==> src/rtl/mips_pkg.sv <==
// Shared encodings for the multicycle MIPS controller: opcodes, functs, FSM states and mux/ALU codes.
package mips_pkg;

  localparam logic [5:0] OP_RTYPE = 6'b000000;
  localparam logic [5:0] OP_LW    = 6'b100011;
  localparam logic [5:0] OP_SW    = 6'b101011;
  localparam logic [5:0] OP_BEQ   = 6'b000100;
  localparam logic [5:0] OP_ADDI  = 6'b001000;
  localparam logic [5:0] OP_J     = 6'b000010;

  localparam logic [5:0] FN_ADD = 6'b100000;
  localparam logic [5:0] FN_SUB = 6'b100010;
  localparam logic [5:0] FN_AND = 6'b100100;
  localparam logic [5:0] FN_OR  = 6'b100101;
  localparam logic [5:0] FN_SLT = 6'b101010;

  localparam logic [2:0] ALU_ADD = 3'b010;
  localparam logic [2:0] ALU_SUB = 3'b110;
  localparam logic [2:0] ALU_AND = 3'b000;
  localparam logic [2:0] ALU_OR  = 3'b001;
  localparam logic [2:0] ALU_SLT = 3'b111;

  localparam logic [1:0] ALUOP_ADD   = 2'b00;
  localparam logic [1:0] ALUOP_SUB   = 2'b01;
  localparam logic [1:0] ALUOP_FUNCT = 2'b10;

  localparam logic [1:0] SRCB_B     = 2'b00;
  localparam logic [1:0] SRCB_4     = 2'b01;
  localparam logic [1:0] SRCB_IMM   = 2'b10;
  localparam logic [1:0] SRCB_IMMSH = 2'b11;

  localparam logic [1:0] PCSRC_ALU    = 2'b00;
  localparam logic [1:0] PCSRC_ALUOUT = 2'b01;
  localparam logic [1:0] PCSRC_JUMP   = 2'b10;

  typedef enum logic [3:0] {
    S_FETCH   = 4'd0,
    S_DECODE  = 4'd1,
    S_MEMADR  = 4'd2,
    S_MEMRD   = 4'd3,
    S_MEMWB   = 4'd4,
    S_MEMWR   = 4'd5,
    S_RTYPEEX = 4'd6,
    S_RTYPEWB = 4'd7,
    S_BEQEX   = 4'd8,
    S_ADDIEX  = 4'd9,
    S_ADDIWB  = 4'd10,
    S_JEX     = 4'd11,
    S_HALT    = 4'd12
  } state_t;

endpackage

==> src/rtl/mips_alu_decoder.sv <==
// ALU decoder: maps the FSM's ALUOp and the instruction funct field to an ALU control code.
module mips_alu_decoder
  import mips_pkg::*;
(
  input  logic [1:0] i_alu_op,
  input  logic [5:0] i_funct,
  output logic [2:0] o_alu_control,
  output logic       o_funct_legal
);

  always_comb begin
    o_alu_control = ALU_ADD;
    o_funct_legal = 1'b1;
    case (i_alu_op)
      ALUOP_SUB: o_alu_control = ALU_SUB;
      ALUOP_FUNCT: begin
        case (i_funct)
          FN_ADD:  o_alu_control = ALU_ADD;
          FN_SUB:  o_alu_control = ALU_SUB;
          FN_AND:  o_alu_control = ALU_AND;
          FN_OR:   o_alu_control = ALU_OR;
          FN_SLT:  o_alu_control = ALU_SLT;
          default: o_funct_legal = 1'b0;
        endcase
      end
      default: o_alu_control = ALU_ADD;
    endcase
  end

endmodule

==> src/rtl/mips_multicycle_control.sv <==
// Main controller for the multicycle MIPS datapath: Moore FSM whose outputs decode from the
// registered state (plus Funct/Zero), with every strobe and select held low while RST is high.
module mips_multicycle_control
  import mips_pkg::*;
#(
  parameter int ILLEGAL_TRAP = 0
) (
  input  logic       CLK,
  input  logic       RST,
  input  logic [5:0] Opcode,
  input  logic [5:0] Funct,
  input  logic       Zero,
  output logic       PCEn,
  output logic       IorD,
  output logic       MemWrite,
  output logic       IRWrite,
  output logic       RegWrite,
  output logic       RegDst,
  output logic       MemtoReg,
  output logic       ALUSrcA,
  output logic [1:0] ALUSrcB,
  output logic [2:0] ALUControl,
  output logic [1:0] PCSrc,
  output logic       IllegalOp,
  output logic       InstrDone,
  output logic [3:0] State
);

  state_t     r_state;
  state_t     w_next;
  state_t     w_illegal_next;
  logic [1:0] w_alu_op;
  logic [2:0] w_alu_ctl;
  logic       w_funct_legal;
  logic       w_pc_write;
  logic       w_branch;

  mips_alu_decoder u_alu_dec (
    .i_alu_op      (w_alu_op),
    .i_funct       (Funct),
    .o_alu_control (w_alu_ctl),
    .o_funct_legal (w_funct_legal)
  );

  assign w_illegal_next = (ILLEGAL_TRAP != 0) ? S_HALT : S_FETCH;
  assign State          = r_state;

  always_ff @(posedge CLK) begin
    if (RST) r_state <= S_FETCH;
    else     r_state <= w_next;
  end

  always_comb begin
    w_next = S_FETCH;
    case (r_state)
      S_FETCH: w_next = S_DECODE;
      S_DECODE: begin
        case (Opcode)
          OP_LW, OP_SW: w_next = S_MEMADR;
          OP_RTYPE:     w_next = S_RTYPEEX;
          OP_BEQ:       w_next = S_BEQEX;
          OP_ADDI:      w_next = S_ADDIEX;
          OP_J:         w_next = S_JEX;
          default:      w_next = w_illegal_next;
        endcase
      end
      S_MEMADR:  w_next = (Opcode == OP_SW) ? S_MEMWR : S_MEMRD;
      S_MEMRD:   w_next = S_MEMWB;
      S_RTYPEEX: w_next = w_funct_legal ? S_RTYPEWB : w_illegal_next;
      S_ADDIEX:  w_next = S_ADDIWB;
      S_HALT:    w_next = S_HALT;
      default:   w_next = S_FETCH;
    endcase
  end

  always_comb begin
    w_pc_write = 1'b0;
    w_branch   = 1'b0;
    w_alu_op   = ALUOP_ADD;
    IorD       = 1'b0;
    MemWrite   = 1'b0;
    IRWrite    = 1'b0;
    RegWrite   = 1'b0;
    RegDst     = 1'b0;
    MemtoReg   = 1'b0;
    ALUSrcA    = 1'b0;
    ALUSrcB    = SRCB_B;
    PCSrc      = PCSRC_ALU;
    IllegalOp  = 1'b0;
    InstrDone  = 1'b0;
    case (r_state)
      S_FETCH: begin
        IRWrite    = 1'b1;
        ALUSrcB    = SRCB_4;
        w_pc_write = 1'b1;
      end
      S_DECODE: begin
        ALUSrcB = SRCB_IMMSH;
        case (Opcode)
          OP_LW, OP_SW, OP_RTYPE, OP_BEQ, OP_ADDI, OP_J: IllegalOp = 1'b0;
          default: IllegalOp = 1'b1;
        endcase
      end
      S_MEMADR: begin
        ALUSrcA = 1'b1;
        ALUSrcB = SRCB_IMM;
      end
      S_MEMRD: IorD = 1'b1;
      S_MEMWB: begin
        RegWrite  = 1'b1;
        MemtoReg  = 1'b1;
        InstrDone = 1'b1;
      end
      S_MEMWR: begin
        IorD      = 1'b1;
        MemWrite  = 1'b1;
        InstrDone = 1'b1;
      end
      S_RTYPEEX: begin
        ALUSrcA   = 1'b1;
        w_alu_op  = ALUOP_FUNCT;
        IllegalOp = ~w_funct_legal;
      end
      S_RTYPEWB: begin
        RegWrite  = 1'b1;
        RegDst    = 1'b1;
        InstrDone = 1'b1;
      end
      S_BEQEX: begin
        ALUSrcA   = 1'b1;
        w_alu_op  = ALUOP_SUB;
        PCSrc     = PCSRC_ALUOUT;
        w_branch  = 1'b1;
        InstrDone = 1'b1;
      end
      S_ADDIEX: begin
        ALUSrcA = 1'b1;
        ALUSrcB = SRCB_IMM;
      end
      S_ADDIWB: begin
        RegWrite  = 1'b1;
        InstrDone = 1'b1;
      end
      S_JEX: begin
        PCSrc      = PCSRC_JUMP;
        w_pc_write = 1'b1;
        InstrDone  = 1'b1;
      end
      default: ;
    endcase
    ALUControl = w_alu_ctl;
    PCEn       = w_pc_write | (w_branch & Zero);
    // Reset overrides everything so an abandoned instruction can never strobe a write.
    if (RST) begin
      PCEn       = 1'b0;
      IorD       = 1'b0;
      MemWrite   = 1'b0;
      IRWrite    = 1'b0;
      RegWrite   = 1'b0;
      RegDst     = 1'b0;
      MemtoReg   = 1'b0;
      ALUSrcA    = 1'b0;
      ALUSrcB    = 2'b00;
      ALUControl = 3'b000;
      PCSrc      = 2'b00;
      IllegalOp  = 1'b0;
      InstrDone  = 1'b0;
    end
  end

endmodule

==> config.mk <==
export PLATFORM = sky130hd
export DESIGN_NAME = mips_multicycle_control
export DESIGN_NICKNAME = d
export VERILOG_FILES = /design/src/rtl/mips_pkg.sv /design/src/rtl/mips_alu_decoder.sv /design/src/rtl/mips_multicycle_control.sv
export SDC_FILE = /design/constraint.sdc
export NUM_CORES = 1
export LEC_CHECK = 0
export ABC_AREA = 1
export CAP_MARGIN = 10
export CORE_MARGIN = 4
export CORE_UTILIZATION = 42
export CTS_CLUSTER_DIAMETER = 50
export DETAILED_ROUTE_END_ITERATION = 8
export PLACE_DENSITY = 0.84
export SETUP_SLACK_MARGIN = 0.05
export SLEW_MARGIN = 10
export SYNTH_ARGS = -nofsm -noshare
export SYNTH_HDL_FRONTEND = slang
export SYNTH_HIERARCHICAL = 1
export SYNTH_SLANG_ARGS = --single-unit
==> constraint.sdc <==
create_clock -name CLK -period 3.4 [get_ports CLK]
set_input_delay 0.68 -clock CLK [delete_from_list [all_inputs] [get_ports CLK]]
set_output_delay 0.68 -clock CLK [all_outputs]
set_load 0.05 [all_outputs]
## Word level (Yosys, flattened, before mapping)

Cells that the tools add are included.

- Word-level logic and storage cells: 75
- Output and inout bits: 21
- Bits in writable memories: 0
- Memories: 0
- Latch bits: 0
- ROM bits: 0
- Register bits after elaboration: 4

- Bitwise logic cells: 3
- $lt $le $gt $ge: 0
- Multipliers: 0
- $add $sub $neg: 0
- Mux-type cells: 36
- Reduce and logical (&&, ||, !) cells: 11
- Div/mod/pow operators: 0
- Equal/unequal tests: 24
- Shift operators: 0

Operators by type and width:

| cell | number |
|---|---|
| $eq A6 B6 Y1 const B | 7 |
| $pmux W4 S7 | 1 |
| $mux W1 | 23 |
| $eq A4 B4 Y1 const B | 5 |
| $pmux W4 S5 | 1 |
| $eq A4 B3 Y1 const B | 4 |
| $pmux W3 S4 | 1 |
| $reduce_or A6 Y1 | 2 |
| $mux W3 | 3 |
| $eq A4 B2 Y1 const B | 2 |
| $pmux W2 S2 | 2 |
| $reduce_or A2 Y1 | 4 |
| $eq A6 B2 Y1 const B | 1 |
| $eq A6 B3 Y1 const B | 1 |
| $eq A6 B4 Y1 const B | 1 |
| $logic_not A6 Y1 | 1 |
| $pmux W2 S3 | 1 |
| $pmux W3 S2 | 1 |
| $reduce_or A5 Y1 | 1 |
| $eq A4 B1 Y1 const B | 1 |
| $logic_not A4 Y1 | 1 |
| $mux W2 | 2 |
| $reduce_or A4 Y1 | 1 |
| $reduce_or A3 Y1 | 1 |
| 6 further kinds | 6 |

## Depth between registers and ports, before layout

Gate-level depths: netlist (run 1).

- Depth in word-level cells: 7
- Depth in mapped cells: 12

## Cells and area by module

Netlist (run 1), hierarchy kept.

Modules (own cells, without submodules):

| module | cells an instance | area each (sq um) | times used | seq. area each (sq um) |
|---|---|---|---|---|
| mips_multicycle_control | 107 | 545.5 | 1 | 80.1 |
| mips_alu_decoder | 26 | 151.4 | 1 | 0.0 |

## Worst setup path before layout (run 1)

OpenSTA, ideal clock, no wires.

- Path type: register -> output
- Start point: register r_state[3], in the netlist State[3]
- End point: output port ALUControl[2]
- Data arrival time: 2.373 ns
- Slack: 0.347 ns
- Stages on the path, launching flop included: 10
- Cell sequence: dfxtp_1 -> inv_1 -> nor2_1 -> nand2_1 -> inv_1 -> inv_1 -> ha_1 -> a21oi_2 -> inv_1 -> nor2_1

- Cells in the longest elaborated chain, start to end: 5
- Elaborated cells between the ends (all ways): 7
- Those cells by class: eq/ne (4); mux (3)

Ends and longest elaborated chain:

| item | line | source |
|---|---|---|
| from (decl) | mips_multicycle_control.sv:29 | `state_t r_state;` |
| from (signal assigned) | mips_multicycle_control.sv:50 | `else r_state <= w_next;` |
| $eq A4 B4 Y1 or $eq A4 B3 Y1 (tied branches) | mips_multicycle_control.sv:91 | `case (r_state)` |
| $pmux W2 S2 (*) | mips_multicycle_control.sv:91 |  |
| named net w_alu_op[0] | mips_multicycle_control.sv:32 | `logic [1:0] w_alu_op;` |
| $eq A2 B2 Y1 or $eq A2 B1 Y1 (tied branches) | mips_alu_decoder.sv:14 | `case (i_alu_op)` |
| $pmux W3 S2 (*) | mips_alu_decoder.sv:14 |  |
| named net w_alu_ctl[2] | mips_multicycle_control.sv:33 | `logic [2:0] w_alu_ctl;` |
| $mux W3 (*) | mips_multicycle_control.sv:154 | `if (RST) begin` |
| to (decl) | mips_multicycle_control.sv:22 | `output logic [2:0] ALUControl,` |

Mark *: on every way through the listed nets, which the timed path passes. The rest lies on a longest branch.

## Worst setup path in the final report (run 1)

- Start point: register r_state[3], in the netlist State[3]
- End point: output port ALUControl[0]

The elaborated chain is that of the path after synthesis.

==> impl_metrics.yaml, run 1 <==
route:
  antenna_left: 0
  remaining_drc_errors: 0
  wl_met3_um: 112
  vias: 937
  drt_iter0_markers: 31
  firstDrtPassIters: 4
  routed_wl_mm: 2.05
  wl_met1_um: 844
  wl_met2_mm: 1.07
  top_layer_used: "met4"
  drt-wirelength-per-cell_um: 11.0
  vias_per_cell: 5.04
grt:
  grt_pass1_wl_mm: 3.48
  antenna_found_initial: 0
  grtUsageTotal_pct: 17.1
  first_global_vias: 863
  grt_max_degree: 18
  grt-ovfl-total: 0
placed_design:
  dpl.hpwl_mm: 1.76
  gp_congestion: 0.874
  place_ws_ns: 0.654
  port_buffers: 35
power_and_ir_drop:
  p_sw_share_pct: 38.3
  clock_power_share_pct: 27.8
  power_density_nw_per_um2: 189
  p_comb_share_pct: 46.8
  internal-power_mw: 0.126
  power.leakage_nw: 0.556
  switchingPower_mw: 0.0785
  ir_drop_mv: 0.187
  p_seq_share_pct: 25.4
hold_path:
  hold-path-endpoint: "State[3]"
  min_from: "State[3]"
  hold_class: "flip-flop to flip-flop"
  whs_path_depth: 4
sta:
  fin_ws_ns: 0.645
  max_freq_ghz: 0.363
  slew_headroom_pct: 66.8
  fin_worst_skew_ns: 0.00181
  period_share_pct: 81.0
  hold_viol: 0
  drv_slew: 0
  worst_slew_pin_slew_ns: 0.497
  rsz0062_at_grt: "false"
  tns_ns: 0
  setup_viol: 0
  fin_crit_ns: 2.76
clock_network:
  ctsRootBufferMaster: "clkbuf_4"
  cts_hold_buf: 0
  cts_max_level: 1
  clockBufferDepth: 2
  path_clk_slew_ns: 0.03
  post_cts_buffers: 0
  cts_resized: 0
  clk_latency_ns: 0.23
  cts_tree: "built"
  cts_sinks: 4
  numCtsBuffers: 3
yosys:
  synth_edf_count: 0
  syn_avg_cell_area_um2: 5.24
  syn_area_um2: 697
  yosys_warnings: 6
  yosysTopAreaCellShare_pct: 15.6
  synth_area_leaders: "nor2_1 (16%), nand2_1 (14%), inv_1 (13%)"
  syn_nets: 150
  yosys.cell_types.count: 21
  async_reset_ff_share_pct: 0
  netlist_instances: 133
  synth_top_area_cell: "nor2_1"
  synth_most_common_cell: "nor2_1"
  synthTopCellsByCount: "nor2_1 (29), nand2_1 (26), inv_1 (24), nand3_1 (15), a21oi_1 (6)"
  ys_seq_area_share_pct: 11.5
  ys_ff_latch: 4
  ys.flop_type: "dfxtp_1"
worst_setup_path:
  crit_arrival_ns: 2.08
  ff2ff_setup_slack_ns: 1.57
  cp_max_fo: 5
  critPathCaptureType: "output pin"
  start_kind: "flip-flop"
  worstSetupPathType: "flip-flop to output pin"
  path_common_cell: "inv_1"
  worstReg2RegStart: "State[3]"
  cp.required_ns: 2.72
  r2r_cells: 11
  cp_slowest_stage_delay_ns: 0.36
  reg2reg_to: "State[1]"
  path_cells: "inv_1, nor2_1, nand2_1, inv_1, inv_1, ha_1, nand2_1, inv_2, nand4_1, nand2_1, inv_1, nor2_1, buf_4"
  cp_slowest_cell: "dfxtp_1"
layout:
  fin_nets: 189
  area_growth_pct: 55.7
  drive_gt1_share_pct: 21.2
  num_antenna_cells: 0
  fillers: 139
  largest_reg_flops: 4
floorplanning:
  num_rows: 14
  die_w_um: 48.7
  dieArea_um2: 2380
  ioPinCount: 36
  core_um2: 1540
  fp.dieH_um: 48.7
  initial_core_util_pct: 45.2
run_status:
  status: "complete, no violations"
flow_run:
  cap_viol_max_count: 0
cells in the final DEF, fill, tap and decap left out, types with 2 or more instances in the layout:
cell	synthesis	final
nand3_1	15	15
clkbuf_4	0	3
o21ai_0	2	2
clkdlybuf4s50_1	0	18
nor3_1	3	3
nand3_2	3	3
buf_12	0	3
dfxtp_1	4	4
inv_2	4	4
ha_1	2	2
nand4_1	3	3
nand2_1	26	26
nor2_2	2	2
nand2_4	2	2
nor2_1	29	29
a21oi_1	6	6
inv_1	24	24
buf_4	0	15
critical path: cells and delay by family (launching register included):
kind	cells	cell delay, ns
fa+ha+maj	1	0.23
buf+inv	6	0.59
flops	1	0.36
simple gates	6	0.66
power by group through the flow:
stage	sequential, mW	clock [mW]	combinational, mW
final	0.0520	0.0568	0.0958
after global routing	0.0525	0.0608	0.103
after CTS	0.0520	0.0600	0.0960
after detailed placement	0.0527	0	0.0958
after global placement	0.0525	0	0.0940
after floorplan	0.0571	0	0.0515
logic make-up (layout without fill, tap and decap cells):
group | after synthesis | count (layout) | share of synthesized area, %
AOI/OAI and AO/OA | 11 | 11 | 8.80
adders and majority gates | 2 | 2 | 3.59
and+or+nand+nor | 86 | 86 | 60.0
buffers and inverters | 30 | 67 | 16.2
DFF | 4 | 4 | 11.5
metrics by stage:
stage	instance area [um2]	util, %	hold WS [ns]	total power, mW	cells
final	1080	70.4	0.709	0.205	186
after global routing	1080	70.4	0.753	0.216	186
after CTS	1080	70.4	0.703	0.208	186
after detailed placement	1060	68.9	0.686	0.149	183
after global placement	1060	68.9	0.663	0.147	183
after floorplan	697	-	0.882	0.109	133
worst max path at each step:
| stage | from | to | slack, ns |
|---|---|---|---|
| 3_3_place_gp | Funct[2] | IllegalOp | 0.68 |
| 6_report | State[3] | ALUControl[0] | 0.64 |
| 4_1_cts | Funct[2] | IllegalOp | 0.65 |
| 5_1_grt | State[0] | IllegalOp | 0.46 |
| 2_1_floorplan | State[3] | ALUControl[2] | 0.35 |
| 3_5_place_dp | Funct[2] | IllegalOp | 0.65 |
metal layers:
| layer | up-vias | track usage, % |
|---|---|---|
| met1 | 405 | 20.1 |
| met5 | - | 0 |
| met3 | 4 | 1.23 |
| met2 | 40 | 32.0 |
| li1 | 488 | - |
| met4 | 0 | 5.38 |
final cells by class:
| type | count | area (um2) | share of cell area (%) |
|---|---|---|---|
| Multi-Input combinational cell | 99 | 504 | 46.5 |
| Tap cell | 16 | 20.0 | 1.85 |
| Inverter | 28 | 105 | 9.69 |
| Sequential cell | 4 | 80.1 | 7.38 |
| Clock buffer | 3 | 22.5 | 2.08 |
| Timing Repair Buffer | 36 | 353 | 32.5 |
No activity file was read; power rests on OpenSTA's default activity.
==> run 2, diff against run 1 <==
--- a/config.mk
+++ b/config.mk
@@ -8,10 +8,10 @@
 export ABC_AREA = 1
 export CAP_MARGIN = 10
 export CORE_MARGIN = 4
-export CORE_UTILIZATION = 42
+export CORE_UTILIZATION = 35
 export CTS_CLUSTER_DIAMETER = 50
 export DETAILED_ROUTE_END_ITERATION = 8
-export PLACE_DENSITY = 0.84
+export PLACE_DENSITY = 0.75
 export SETUP_SLACK_MARGIN = 0.05
 export SLEW_MARGIN = 10
 export SYNTH_ARGS = -nofsm -noshare
==> constraint.sdc (replaced) <==
create_clock -name CLK -period 2.5 [get_ports CLK]
set_input_delay 0.5 -clock CLK [delete_from_list [all_inputs] [get_ports CLK]]
set_output_delay 0.5 -clock CLK [all_outputs]
set_load 0.05 [all_outputs]
==> impl_metrics.yaml, run 2 (synthesized netlist as in run 1, its figures left out) <==
worst_setup_path:
  cp-startpoint: "State[1]"
  worstSetupPathType: "flip-flop to output pin"
  r2r_cells: 10
  ff2ff_setup_slack_ns: 0.88
  cp_max_fo: 7
  worstReg2RegStart: "State[1]"
  endpoint: "ALUControl[1]"
  cp.required_ns: 2.00
  start_kind: "flip-flop"
  reg2reg_to: "State[1]"
  critPathCaptureType: "output pin"
  crit_arrival_ns: 1.82
hold_path:
  hold_class: "flip-flop to flip-flop"
route:
  drt-wirelength-per-cell_um: 10.8
  vias: 951
  routed_wl_mm: 2.13
  antenna_left: 0
  drt_iter0_markers: 12
  firstDrtPassIters: 4
  remaining_drc_errors: 0
  vias_per_cell: 4.83
run_status:
  status: "complete, no violations"
floorplanning:
  core_um2: 1800
  num_rows: 15
  die_w_um: 52.6
  ioPinCount: 36
  dieArea_um2: 2770
  initial_core_util_pct: 38.7
  fp.dieH_um: 52.6
grt:
  grt_max_degree: 10
  grtUsageTotal_pct: 15.7
  first_global_vias: 860
  grt-ovfl-total: 0
  grt_pass1_wl_mm: 3.32
  antenna_found_initial: 0
sta:
  hold_viol: 0
  fin_crit_ns: 2.32
  drv_slew: 0
  fin_worst_skew_ns: 0.00151
  slew_headroom_pct: 66.6
  worst_slew_pin_slew_ns: 0.499
  period_share_pct: 92.8
  max_freq_ghz: 0.431
  rsz0062_at_grt: "false"
  setup_viol: 0
  tns_ns: 0
layout:
  final_cells: 197
  area_growth_pct: 91.0
  fin_nets: 191
  largest_reg_flops: 4
  final_common_cell: "nand2_1"
  final_cell_mix: "nand2_1 (26), nor2_1 (23), inv_1 (23)"
  num_antenna_cells: 0
  drive_gt1_share_pct: 30.2
  finalCoreUtilization_pct: 73.9
power_and_ir_drop:
  power.leakage_nw: 0.614
  p_sw_share_pct: 38.2
  clock_power_share_pct: 26.4
  switchingPower_mw: 0.116
  power_density_nw_per_um2: 227
  internal-power_mw: 0.187
  p_comb_share_pct: 50.4
  p_seq_share_pct: 23.2
  ir_drop_mv: 0.261
flow_run:
  cap_viol_max_count: 0
clock_network:
  cts_resized: 0
  numCtsBuffers: 3
  cts_max_level: 1
  cts_hold_buf: 0
  clk_latency_ns: 0.24
  clockBufferDepth: 2
  cts_tree: "built"
  path_clk_slew_ns: 0.04
  ctsRootBufferMaster: "clkbuf_4"
  cts_sinks: 4
  post_cts_buffers: 0
placed_design:
  port_buffers: 35
  place_inst: 194
  gp_congestion: 0.893
  dpl.hpwl_mm: 1.83
==> run 2: cell count changes in the layout (fill, tap and decap cells not counted) <==
cell,change
buf_4,-11
nor2_2,+2
dfxtp_4,+2
dfxtp_1,-4
nor3_2,+2
dfxtp_2,+2
inv_1,-1
nor3_1,-2
buf_12,+13
inv_2,+1
nor2_4,+4
ha_1,-1
ha_2,+1
nor2_1,-6
==> run 2: power groups by stage <==
stage          sequential (mW)  clock, mW  combinational (mW)
5_1_grt                 0.0706     0.0888               0.161
2_1_floorplan           0.0783          0              0.0735
6_report                0.0702     0.0799               0.152
3_5_place_dp            0.0723          0               0.151
3_3_place_gp            0.0722          0               0.149
4_1_cts                 0.0713     0.0853               0.152
==> run 2: worst max-delay path, cell delays in order (launching register included) <==
cell     delay [ns]
dfxtp_4        0.36
nor2_1         0.18
nand2_1        0.12
inv_1          0.12
inv_1          0.06
ha_2           0.33
inv_1          0.04
nand3_1        0.07
inv_1          0.06
nor2_4         0.10
buf_12         0.14
==> run 2: how the worst min path moves through the flow <==
stage / cells past startpoint / start / to / slack (ns)
4_1_cts: 4 / State[3] / State[2] / 0.69
6_report: 4 / State[3] / State[2] / 0.69
3_3_place_gp: 4 / State[3] / State[2] / 0.65
3_5_place_dp: 4 / State[3] / State[2] / 0.68
5_1_grt: 3 / State[0] / State[0] / 0.76
2_1_floorplan: 4 / State[3] / State[3] / 0.75
==> run 2: routing by layer <==
metal	global-route usage [%]	wire [um]	vias to the layer above
li1	-	-	492
met1	17.3	876	421
met2	27.7	1090	34
met3	2.85	129	4
met4	8.94	31	0
met5	0	0	-
==> run 2: area by class of cell <==
class | count | area (um2)
Clock buffer | 3 | 22.5
Fill cell | 160 | 470
Inverter | 28 | 105
Multi-Input combinational cell | 99 | 552
Sequential cell | 4 | 90.1
Tap cell | 25 | 31.3
Timing Repair Buffer | 38 | 531
==> run 2: metrics by stage <==
step                total power, mW  setup WS [ns]  area, um2  hold slack [ns]
floorplan                     0.152          0.121        732            0.754
global placement              0.221          0.155       1290            0.647
detailed placement            0.223          0.105       1290            0.682
CTS                           0.308         0.0804       1310            0.693
global route                  0.320         0.0304       1330            0.763
finish                        0.302          0.181       1330            0.692
==> variant 1: new RTL, config.mk and constraints of run 1 <==
Put a register stage on the output `RegWrite`, cleared by the reset. The value now appears one clock later. The other outputs are not delayed to match.
--- a/src/rtl/mips_multicycle_control.sv
+++ b/src/rtl/mips_multicycle_control.sv
@@ -27,2 +27,4 @@
 );
+
+  logic RegWrite_d;
 
@@ -82,3 +84,3 @@
     IRWrite    = 1'b0;
-    RegWrite   = 1'b0;
+    RegWrite_d = 1'b0;
     RegDst     = 1'b0;
@@ -109,3 +111,3 @@
       S_MEMWB: begin
-        RegWrite  = 1'b1;
+        RegWrite_d = 1'b1;
         MemtoReg  = 1'b1;
@@ -124,3 +126,3 @@
       S_RTYPEWB: begin
-        RegWrite  = 1'b1;
+        RegWrite_d = 1'b1;
         RegDst    = 1'b1;
@@ -140,3 +142,3 @@
       S_ADDIWB: begin
-        RegWrite  = 1'b1;
+        RegWrite_d = 1'b1;
         InstrDone = 1'b1;
@@ -158,3 +160,3 @@
       IRWrite    = 1'b0;
-      RegWrite   = 1'b0;
+      RegWrite_d = 1'b0;
       RegDst     = 1'b0;
@@ -170,2 +172,10 @@
 
+  always_ff @(posedge CLK) begin
+    if (RST) begin
+      RegWrite <= '0;
+    end else begin
+      RegWrite <= RegWrite_d;
+    end
+  end
+
 endmodule
Behaviour: not the same (a bounded check fails within 4 cycles, from zero or initial values and one cycle with RST high).
==> variant 1 against run 1 <==
  * Synthesized cell count unchanged
  * Synthesized area increased by 3.4%
  * Clock skew up 0.0028 ns
  * Setup slack got worse by 0.35 ns
  * Core utilization is 1.2 points higher
  * Count of clock-buffer cells in the layout is the same
  * Wire length is 4.2% higher
  * Worst hold slack gained 0.019 ns
  * Sequential cell count rose by 1
  * Clock power up 26%
  * Cell area is 2.9% higher
  * Fmax is 11% lower
  * Total power increased by 14%
  * Largest cell class unchanged
  * Highest routed layer unchanged
==> variant 1: results (changes against run 1) <==
crit_fanout: 6  # +1
outcome: "finished clean"
power.leakage_nw: 0.569  # +2.3%
clk_latency_ns: 0.25  # +0.02 ns
crit_family: "buffers and inverters"
drive_above_1_share: 0.221  # +0.00917
finalClockSkew_ns: 0.00461  # +0.00280 ns
whs_ns: 0.727  # +0.0185 ns
vias: 971  # +3.6%
min_from: "State[2]"
ir_worst_vdd_uv: 251  # +34%
critical-path-max-stage-delay_ns: 0.81  # +0.45 ns
ys_types: 21  # unchanged
synth_area_leaders: "dfxtp_1, nor2_1, nand2_1"
drt_pass1_iterations: 5  # +1
startpoint: "State[1]"
totalWireLength_um: 2140  # +4.2%
hpwlAfterDp_um: 1800  # +2.1%
arrival_ns: 2.43  # +0.35 ns
min_path_type: "register to register"
nNetsFinal: 190  # +0.53%
antenna_found_initial: 0  # unchanged
place.gp.congestion: 0.834  # -4.6%
post-cts-setup-buffers: 0  # unchanged
grt_pass1_wl_um: 3510  # +0.81%
synthTopCellsByCount: "nor2_1, nand2_1, inv_1, nand3_1"
rrSetupSlack_ns: 1.74  # +0.17 ns
async_reset_ff_frac: 0  # unchanged
grt_usage: 0.178  # +0.00666
cts_resized: 0  # unchanged
cts-buffers-inserted: 3  # unchanged
clock_path_buffers: 2  # unchanged
yosysSeqAreaShare: 0.139  # +0.0240
drtIter0Drc: 41  # +32%
synth-edff-count: 0  # unchanged
grt_max_degree: 10  # -8
rr_startpoint: "State[0]"
max_slew.worst_pin.slew_ns: 0.498  # +0.000791 ns
slowest_stage: "clkdlybuf4s50_1"
grt_pass1_vias: 886  # +2.7%
cts_root_buffer: "clkbuf_4"
[variant 1: changes by cell type after synthesis, moves of 2 or more]
| cell | delta |
|---|---|
| inv_1 | -2 |
| nand2_1 | -2 |
| inv_2 | +2 |
| o21ai_1 | +2 |
| nor2_1 | -3 |
[variant 1: per-stage QoR]
| stage | power [mW] | cell area [um^2] | util | std cells | setup WS [ns] |
|---|---|---|---|---|---|
| 2_1_floorplan | 0.122 | 721 | - | 133 | 0.410 |
| 3_5_place_dp | 0.162 | 1090 | 0.698 | 184 | 0.306 |
| 6_report | 0.233 | 1120 | 0.716 | 188 | 0.293 |
| 5_1_grt | 0.247 | 1120 | 0.716 | 188 | 0.0873 |
| 4_1_cts | 0.234 | 1120 | 0.716 | 188 | 0.276 |
| 3_3_place_gp | 0.160 | 1090 | 0.698 | 184 | 0.383 |
[variant 1: path summary, 6_finish.rpt]
path,to,cells after the start
worst max-delay path,ALUControl[1],10
worst min-delay path,State[3],4
worst max register to register,State[0],10
worst min register to register,State[3],4
[variant 1: area by class of cell]
class | instances | area [um^2]
Clock buffer | 3 | 22.5
Clock inverter | 1 | 5.00
Fill cell | 130 | 443
Inverter | 28 | 105
Multi-Input combinational cell | 98 | 508
Sequential cell | 5 | 100
Tap cell | 16 | 20.0
Timing Repair Buffer | 37 | 355
[variant 1: worst reg2reg max path, cell delays in order (launching register included)]
cell,delay [ns]
dfxtp_1,0.48
inv_2,0.09
nand2_1,0.14
nor2_1,0.07
inv_1,0.05
ha_1,0.20
nand3_1,0.14
nand2_2,0.11
o21ai_0,0.09
a21oi_1,0.13
nor2_1,0.05
[variant 1: kinds of logic (layout without fill, tap and decap cells)]
kind of cell	Yosys count	count (layout)	synth area share
compound gates	12	12	0.0920
simple gates	84	84	0.578
fa+ha+maj	2	2	0.0347
flops	5	5	0.139
buf+inv	30	69	0.156
[variant 1: layer usage]
metal	vias up	global-route usage	share of wire
met5	-	0	0
met1	425	0.171	0.37
met4	0	0.0553	0.0066
met2	42	0.353	0.53
met3	2	0.0520	0.092
li1	502	-	-
[variant 1: power breakdown]
group,internal [mW],switching (mW)
sequential,0.0603,0.00298
clock,0.0428,0.0290
combinational,0.0394,0.0586
==> variant 2: new RTL, config.mk and constraints of run 1 <==
Without the edit above. Add an input register stage for `Opcode`, `Funct` and `Zero`, cleared by the reset; this delays them by one clock. Comments in the files are not updated.
--- a/src/rtl/mips_multicycle_control.sv
+++ b/src/rtl/mips_multicycle_control.sv
@@ -28,2 +28,18 @@
 
+  logic [5:0] Opcode_q;
+  logic [5:0] Funct_q;
+  logic Zero_q;
+
+  always_ff @(posedge CLK) begin
+    if (RST) begin
+      Opcode_q <= '0;
+      Funct_q  <= '0;
+      Zero_q   <= '0;
+    end else begin
+      Opcode_q <= Opcode;
+      Funct_q  <= Funct;
+      Zero_q   <= Zero;
+    end
+  end
+
   state_t     r_state;
@@ -39,3 +55,3 @@
     .i_alu_op      (w_alu_op),
-    .i_funct       (Funct),
+    .i_funct       (Funct_q),
     .o_alu_control (w_alu_ctl),
@@ -57,3 +73,3 @@
       S_DECODE: begin
-        case (Opcode)
+        case (Opcode_q)
           OP_LW, OP_SW: w_next = S_MEMADR;
@@ -66,3 +82,3 @@
       end
-      S_MEMADR:  w_next = (Opcode == OP_SW) ? S_MEMWR : S_MEMRD;
+      S_MEMADR:  w_next = (Opcode_q == OP_SW) ? S_MEMWR : S_MEMRD;
       S_MEMRD:   w_next = S_MEMWB;
@@ -98,3 +114,3 @@
         ALUSrcB = SRCB_IMMSH;
-        case (Opcode)
+        case (Opcode_q)
           OP_LW, OP_SW, OP_RTYPE, OP_BEQ, OP_ADDI, OP_J: IllegalOp = 1'b0;
@@ -151,3 +167,3 @@
     ALUControl = w_alu_ctl;
-    PCEn       = w_pc_write | (w_branch & Zero);
+    PCEn       = w_pc_write | (w_branch & Zero_q);
     // Reset overrides everything so an abandoned instruction can never strobe a write.
Check against the original RTL: not equivalent (a bounded check fails within 4 cycles, from zero or initial values and one cycle with RST high).
==> variant 2 against run 1 <==
  * Sequential cell count is 13 higher
  * Core utilization is 5.3 points lower
  * Cell area is 50% higher
  * Wire length grew 5.1%
  * Worst hold slack worse by 0.0089 ns
  * First-iteration DRC count is 48% lower
  * Setup slack worse by 0.016 ns
  * Clock power rose by 85%
  * Clock skew rose by 0.0054 ns
  * Synthesized area is 58% higher
  * Total power rose by 150%
  * Via count up 17%
  * Critical path type unchanged
==> variant 2: results (changes against run 1) <==
syn-num-nets: 193  # +29%
route.met2.wl_um: 990  # -7.4%
ff2ff_path_depth: 10  # -1
grt_usage: 0.135  # -0.0357
grt_use_met3: 0.0327  # +0.0204
yosysSeqAreaShare: 0.309  # +0.194
synthTopCellsByCount: "nor2_1, inv_1, nand2_1, dfxtp_1, nand3_1"
seq_cell_power_mw: 0.222  # +330%
place.gp.congestion: 0.852  # -2.5%
min_from: "Opcode_q[4]"
switching_share: 0.351  # -0.0319
rr_startpoint: "State[0]"
grt_max_degree: 23  # +5
r2r_end: "State[0]"
grt_pass1_wl_um: 3700  # +6.4%
synth_area_leaders: "dfxtp_1, nor2_1, inv_1"
vias_per_cell: 4.50  # -11%
route.met3.wl_um: 148  # +32%
arrival_ns: 2.09
portBuffers: 35  # unchanged
p_clk_frac: 0.208  # -0.070
rrSetupSlack_ns: 1.71  # +0.14 ns
post_dp_cell_area_mm2: 0.00160  # +51%
grtUsageMet2: 0.232  # -0.0871
whs_ns: 0.700  # -0.00895 ns
nFillCells: 201  # +45%
min_path_cells: 5  # +1
met1_length_um: 951  # +13%
hpwlAfterDp_um: 1840  # +4.6%
power_frac_seq: 0.438  # +0.184
cts.clk_slew.worst_paths_ns: 0.09  # +0.06 ns
use_met1: 0.152  # -0.0491
drive_above_1_share: 0.197  # -0.0146
dpl.cell_count: 239  # +31%
clk_latency_ns: 0.29  # +0.06 ns
finalClockSkew_ns: 0.00725  # +0.00543 ns
holdPathEnd: "State[1]"
max_freq_mhz: 361  # -0.56%
drtIter0Drc: 16  # -48%
outcome: "finished clean"
crit_fanout: 7  # +2
ys_types: 26  # +24%
avgSynthCellArea_um2: 6.26  # +19%
critical-path-max-stage-delay_ns: 0.49  # +0.13 ns
routedWlPerCell_um: 8.86  # -20%
ir_worst_vdd_uv: 266  # +42%
grt_pass1_vias: 943  # +9.3%
slew_headroom: 0.657  # -0.0110
pre_cts_ws_ns: 0.667  # +0.0138 ns
power.leakage_nw: 0.809  # +46%
==> variant 2: cell families after synthesis <==
family	share of synthesized area
fa+ha+maj	0.0227
buf+inv	0.176
simple gates	0.425
compound gates	0.0670
flops	0.309
==> variant 2: how the worst max path moves through the flow <==
| stage | cells after the start | start | endpoint |
|---|---|---|---|
| floorplan | 7 | State[2] | IllegalOp |
| global placement | 4 | RST | IRWrite |
| detailed placement | 4 | RST | PCSrc[1] |
| CTS | 10 | State[0] | IllegalOp |
| global route | 10 | State[0] | IllegalOp |
| finish | 10 | State[0] | IllegalOp |
==> variant 2: tightest hold or removal path, delay by kind of cell, from the launching register on <==
kind,cells,cell delay (ns)
compound gates,1,0.05
simple gates,4,0.27
flops,1,0.34
==> variant 2: cell type report <==
class	count	area, um^2	area share
timing repair buffer	36	490	0.301
tap	30	37.5	0.0231
clock inverter	1	5.00	0.00307
multi-input combinational	112	567	0.348
inverter	44	165	0.101
sequential	17	340	0.209
clock buffer	3	22.5	0.0138
